File: src/rtl/channel_scan_sequencer_if.sv
// Request/dwell inputs and decoder-facing outputs of the channel scan sequencer.
// The sequencer takes the slave side and the requester/decoder harness takes the master side.
interface channel_scan_sequencer_if #(
    parameter int DWELL_W = 8
);
    logic [3:0]         req;
    logic [DWELL_W-1:0] dwell;
    logic               a0;
    logic               a1;
    logic               enable;
    logic               done;
    logic               busy;

    modport master (
        output req,
        output dwell,
        input  a0,
        input  a1,
        input  enable,
        input  done,
        input  busy
    );

    modport slave (
        input  req,
        input  dwell,
        output a0,
        output a1,
        output enable,
        output done,
        output busy
    );
endinterface

File: src/rtl/channel_scan_sequencer.sv
// Round-robin grant sequencer that feeds the 2-to-4 decoder.
// Each grant lasts a fixed dwell, and one dead cycle separates any two grants.
module channel_scan_sequencer #(
    parameter int DWELL_W = 8
) (
    input  logic                     i_clk,
    input  logic                     i_rst_n,
    channel_scan_sequencer_if.slave  io_bus
);

    typedef enum logic [1:0] {
        S_IDLE  = 2'd0,
        S_GRANT = 2'd1,
        S_GAP   = 2'd2
    } state_t;

    state_t             r_state;
    state_t             w_state_next;
    logic [1:0]         r_last;
    logic [1:0]         w_last_next;
    logic [1:0]         r_idx;
    logic [1:0]         w_idx_next;
    logic [DWELL_W-1:0] r_cnt;
    logic [DWELL_W-1:0] w_cnt_next;
    logic               r_done;
    logic               w_done_next;
    logic               r_enable;
    logic               r_busy;

    logic [1:0]         w_cand [4];
    logic [3:0]         w_rot;
    logic [1:0]         w_winner;
    logic               w_any_req;
    logic               w_granted_req;

    // w_rot[0] is the channel right after the last grant, so it has the highest priority.
    generate
        for (genvar gi = 0; gi < 4; gi++) begin : g_rotate
            assign w_cand[gi] = r_last + 2'(gi + 1);
            assign w_rot[gi]  = io_bus.req[w_cand[gi]];
        end
    endgenerate

    assign w_any_req     = |io_bus.req;
    assign w_granted_req = io_bus.req[r_idx];

    always_comb begin
        w_winner = w_cand[3];
        if (w_rot[0]) begin
            w_winner = w_cand[0];
        end else if (w_rot[1]) begin
            w_winner = w_cand[1];
        end else if (w_rot[2]) begin
            w_winner = w_cand[2];
        end
    end

    always_comb begin
        w_state_next = r_state;
        w_last_next  = r_last;
        w_idx_next   = r_idx;
        w_cnt_next   = r_cnt;
        w_done_next  = 1'b0;
        case (r_state)
            S_IDLE, S_GAP: begin
                if (w_any_req) begin
                    w_state_next = S_GRANT;
                    w_idx_next   = w_winner;
                    w_last_next  = w_winner;
                    w_cnt_next   = io_bus.dwell;
                end else begin
                    w_state_next = S_IDLE;
                end
            end
            S_GRANT: begin
                // A dropped request takes priority over a dwell that is just completing.
                if (!w_granted_req) begin
                    w_state_next = S_GAP;
                end else if (r_cnt == '0) begin
                    w_state_next = S_GAP;
                    w_done_next  = 1'b1;
                end else begin
                    w_cnt_next = r_cnt - DWELL_W'(1);
                end
            end
            default: begin
                w_state_next = S_IDLE;
            end
        endcase
    end

    // ENABLE and BUSY come from the next state so that every decoder input is a flop output.
    always_ff @(posedge i_clk or negedge i_rst_n) begin
        if (!i_rst_n) begin
            r_state  <= S_IDLE;
            r_last   <= 2'd3;
            r_idx    <= 2'd0;
            r_cnt    <= '0;
            r_done   <= 1'b0;
            r_enable <= 1'b0;
            r_busy   <= 1'b0;
        end else begin
            r_state  <= w_state_next;
            r_last   <= w_last_next;
            r_idx    <= w_idx_next;
            r_cnt    <= w_cnt_next;
            r_done   <= w_done_next;
            r_enable <= (w_state_next == S_GRANT);
            r_busy   <= (w_state_next != S_IDLE);
        end
    end

    assign io_bus.a0     = r_idx[1];
    assign io_bus.a1     = r_idx[0];
    assign io_bus.enable = r_enable;
    assign io_bus.done   = r_done;
    assign io_bus.busy   = r_busy;

endmodule

File: src/flat_wrapper.sv
// flat-port wrapper written by rule: the top's interface ports become plain ports
module channel_scan_sequencer_flat 
#(
    parameter int DWELL_W = 8
)
  (i_clk, i_rst_n, io_bus_req, io_bus_dwell, io_bus_a0, io_bus_a1, io_bus_enable, io_bus_done, io_bus_busy);
  channel_scan_sequencer_if #(.DWELL_W(DWELL_W)) io_bus_i ();
  input  logic i_clk;
  input  logic i_rst_n;
  input wire logic [$bits(io_bus_i.req)-1:0] io_bus_req;
  input wire logic [$bits(io_bus_i.dwell)-1:0] io_bus_dwell;
  output wire logic [$bits(io_bus_i.a0)-1:0] io_bus_a0;
  output wire logic [$bits(io_bus_i.a1)-1:0] io_bus_a1;
  output wire logic [$bits(io_bus_i.enable)-1:0] io_bus_enable;
  output wire logic [$bits(io_bus_i.done)-1:0] io_bus_done;
  output wire logic [$bits(io_bus_i.busy)-1:0] io_bus_busy;
  assign io_bus_i.req = io_bus_req;
  assign io_bus_i.dwell = io_bus_dwell;
  assign io_bus_a0 = io_bus_i.a0;
  assign io_bus_a1 = io_bus_i.a1;
  assign io_bus_enable = io_bus_i.enable;
  assign io_bus_done = io_bus_i.done;
  assign io_bus_busy = io_bus_i.busy;
  channel_scan_sequencer #(.DWELL_W(DWELL_W)) u_core (.i_clk(i_clk), .i_rst_n(i_rst_n), .io_bus(io_bus_i));
endmodule
File: config.mk
export PLATFORM = sky130hd
export DESIGN_NAME = channel_scan_sequencer_flat
export DESIGN_NICKNAME = d
export VERILOG_FILES = /design/src/rtl/channel_scan_sequencer_if.sv /design/src/rtl/channel_scan_sequencer.sv /design/src/flat_wrapper.sv
export SDC_FILE = /design/constraint.sdc
export NUM_CORES = 1
export LEC_CHECK = 0
export ABC_AREA = 1
export CAP_MARGIN = 10
export CELL_PAD_IN_SITES_DETAIL_PLACEMENT = 1
export CELL_PAD_IN_SITES_GLOBAL_PLACEMENT = 1
export CORE_MARGIN = 1
export CORE_UTILIZATION = 33
export DETAILED_ROUTE_END_ITERATION = 12
export HOLD_SLACK_MARGIN = 0.08
export PLACE_DENSITY = 0.73
export SLEW_MARGIN = 20
export SYNTH_ARGS = -nofsm -noshare
export SYNTH_HDL_FRONTEND = slang
export SYNTH_SLANG_ARGS = --single-unit
File: constraint.sdc
create_clock -name i_clk -period 1.4 [get_ports i_clk]
set_input_delay 0.14 -clock i_clk [delete_from_list [all_inputs] [get_ports i_clk]]
set_output_delay 0.14 -clock i_clk [all_outputs]
set_load 0.01 [all_outputs]
==> results of run 1 <==
registers in the layout, summed over array words and instances (netlist names):
name and cells:
u_core.r_cnt 8, u_core.io_bus.busy 1, u_core.r_last 2, u_core.r_state 2, u_core.io_bus.done 1, u_core.io_bus.enable 1
u_core.r_idx 2
critical path, cell delays in order, from the launching register on:
cell and delay [ns]:
dfstp_2 0.64, buf_6 0.15, nand2_2 0.05, nand2_2 0.08
nand2_1 0.06, nand2_1 0.08, nand2_1 0.09, nand2_1 0.07
nand2_1 0.06, nand3_2 0.06, nand2_1 0.05
cell type report:
cell class                 instances  area, sq um
clock buffer                       4         26.3
fill                             415         1410
inverter                          19         73.8
multi-input combinational        130          727
sequential                        17          430
tap                               44         55.1
timing repair buffer              48          430
final timing paths:
path	slack, ns	endpoint	cells past startpoint
worst max-delay path	-0.1	u_core.r_idx[0]$_DFFE_PN0P_	10
worst min-delay path	0.10	u_core.r_idx[0]$_DFFE_PN0P_	1
worst max register to register	-0.1	u_core.r_idx[0]$_DFFE_PN0P_	10
worst min register to register	0.58	u_core.r_idx[0]$_DFFE_PN0P_	2
max in group asynchronous	0.81	u_core.r_cnt[2]$_DFFE_PN0P_	2
min in group i_clk	0.48	u_core.r_cnt[2]$_DFFE_PN0P_	5
metal layers:
metal,routed length (um),GRT usage (%)
met5,0,0
met4,17,2.66
met3,169,3.84
met2,2020,35.3
met1,1690,27.4
through the flow:
| step | hold slack, ns | setup WS (ns) | utilization [%] | TNS [ns] |
|---|---|---|---|---|
| after global placement | 0.419 | -0.139 | 47.5 | -1.16 |
| after floorplan | -0.156 | 0.0448 | - | 0 |
| after global routing | 0.110 | -0.165 | 55.3 | -1.23 |
| after detailed placement | 0.421 | -0.152 | 47.5 | -1.53 |
| after CTS | 0.104 | -0.00229 | 51.2 | -0.00249 |
| final | 0.103 | -0.0970 | 55.3 | -0.426 |
what timing repair did:
item | in CTS | in global routing
setup endpoints to repair | 13 | 13
endpoints found under the hold margin | 0 | 0
gates resized for setup | 18 | 25
pin swaps | 6 | 11
buffers inserted | 5 | 6
gates cloned | 1 | 1
placed cells by master (no fill, tap or decap), types with 3 or more instances in the layout:
master / netlist / routed
clkbuf_4: 0 / 3
clkdlybuf4s50_1: 0 / 16
buf_6: 0 / 4
a21oi_1: 4 / 4
nand2_2: 5 / 18
nor2_4: 2 / 3
inv_2: 1 / 3
nor2_1: 8 / 7
nand2_1: 73 / 58
buf_4: 1 / 25
inv_1: 18 / 15
nand3_1: 19 / 15
o21ai_0: 8 / 6
nand2_4: 0 / 3
nand3_2: 1 / 5
dfrtp_1: 15 / 13
cell families (layout without fill, tap and decap cells):
logic type / count (synthesis) / after routing / share of synthesized area, %
simple gates: 114 / 116 / 46.9
buf+inv: 22 / 71 / 7.91
flops: 17 / 17 / 38.1
compound gates: 13 / 13 / 6.01
fa+ha+maj: 1 / 1 / 1.11
power by group:
group | leakage (uW) | internal [uW] | total, uW | switching (uW)
Clock | 0.0000150 | 111 | 270 | 159
Sequential | 0.000202 | 761 | 1000 | 241
Combinational | 0.000685 | 1400 | 3200 | 1800
Total | 0.000902 | 2280 | 4480 | 2200
==> flow_summary.yaml, run 1 <==
cells_and_area:
  diodes: 0
  synthesis_to_layout_area_growth_pct: 55.1
  num-nets-final: 234
  final_design_area_no_fill_sq_um: 1740
  drive_gt1_share_pct: 34.9
  final_cells: 262
die:
  floorplan.rows: 20
  core_area_sq_um: 3150
  start_util_pct: 35.6
  chipWidth_um: 60.4
  fp.dieH_um: 60.4
  die_area_sq_um: 3640
  design.portCount: 19
sta:
  period_share_pct: 107
  max_clock_freq_mhz: 668
  final.min_clock_period_ns: 1.50
  worst_margin_pin_slew_ns: 0.388
  slew_headroom_pct: 74.1
  drv_slew: 0
  report.final.setup_viol: 11
  finalWorstSetupSlack_ns: -0.0970
  rsz0062_at_grt: "yes"
  fin_worst_skew_ns: 0.00467
  finalHoldViolations: 0
pwr:
  finalPower_uw: 4480
  pwr_density_cell_nw_per_um2: 2570
  vdd.ir_drop.worst_v: 0.00113
  power_leakage_uw: 0.000902
placed_design:
  place_hpwl_um: 2380
  post_dp_cell_area_sq_um: 1500
  final_weighted_congestion_of_routability_driven_global_placement: 0.812
  numPlacedInstances: 245
  io_buffers: 18
drt:
  route.detailed.vias_per_inst: 4.94
  detail_route.drc_violations: 0
  post_drt_wl_per_cell_um: 14.9
  wirelength_um: 3900
  detailroute.via_count: 1294
  initialDrtViolationCount: 36
  first_pass_iters: 4
  antenna_violating_nets_post_route: 0
clock_network:
  clock_insertion_delay_worst_skew_ns: 0.29
  cts_tree: "yes"
  cts_num_sinks: 17
  clock_buffer_count_from_cts: 3
  cts_hold_buffers: 0
  clock_path_buffers: 2
  ctsHtreeMaxLevel: 1
  path_clk_slew_ns: 0.10
  cts_root_buffer: "clkbuf_4"
setup_path:
  timing.setup.critical_path_class: "reg2reg"
  crit-reg2reg-launch: "u_core.r_last[0]$_DFFE_PN1P_"
  arrival_time_worst_endpoint_ns: 1.69
  crit_path_end_kind: "flop"
  startpoint_type: "flop"
  worst_ep_required_time_ns: 1.60
  crit_path_start: "u_core.r_last[0]$_DFFE_PN1P_"
  critPathMaxFanout: 5
grt:
  globalRoute.totalOverflow: 0
  grt.total_usage_pct: 20.5
  grt_max_degree: 13
  antenna_found_initial: 0
  grt_pass1_wl_um: 5520
  vias_in_the_first_global_route: 1253
yosys:
  synthArstFlopShare_pct: 100
  synth_warnings: 0
  synth.top_cells.by_area: "dfrtp_1 (33%), nand2_1 (24%), nand3_1 (8.5%)"
  post-synth-top-area-fraction_pct: 33.4
  ys_seq_area_share_pct: 38.1
  synth.cells.most_frequent: "nand2_1 (73), nand3_1 (19), inv_1 (18)"
  synthesis.nets: 182
  postSynthAreaPerCell_sq_um: 6.73
  yosys.cell_types.count: 22
  synth_largest_area_cell: "dfrtp_1"
  synthesis.area_sq_um: 1120
  synth_cells: 167
  number_of_enable_type_register_cells_in_the_synthesized_netlist: 0
  yosysMostFrequentCell: "nand2_1"
  yosys_register_bits: 17
  ys.flop_type: "dfrtp_1"
outcome:
  violations_in_the_final_reports: "negative setup slack"
  status: "complete, but fails checks"
worst_hold_path:
  hold_class: "in2async"
flow_run:
  cap_violations: 0
Note: power is estimated with default switching activity, not from simulation.
==> run 2, diff against run 1 <==
Settings changed: CAP_MARGIN 10 to 20.
==> results of run 2 <==
No change in the layout: final DEF, timing and power equal those of run 1.
==> run 3, diff against run 2 <==
Settings changed: CTS_CLUSTER_SIZE set to 25.
==> results of run 3 <==
No change in the layout: final DEF, timing and power equal those of run 1.
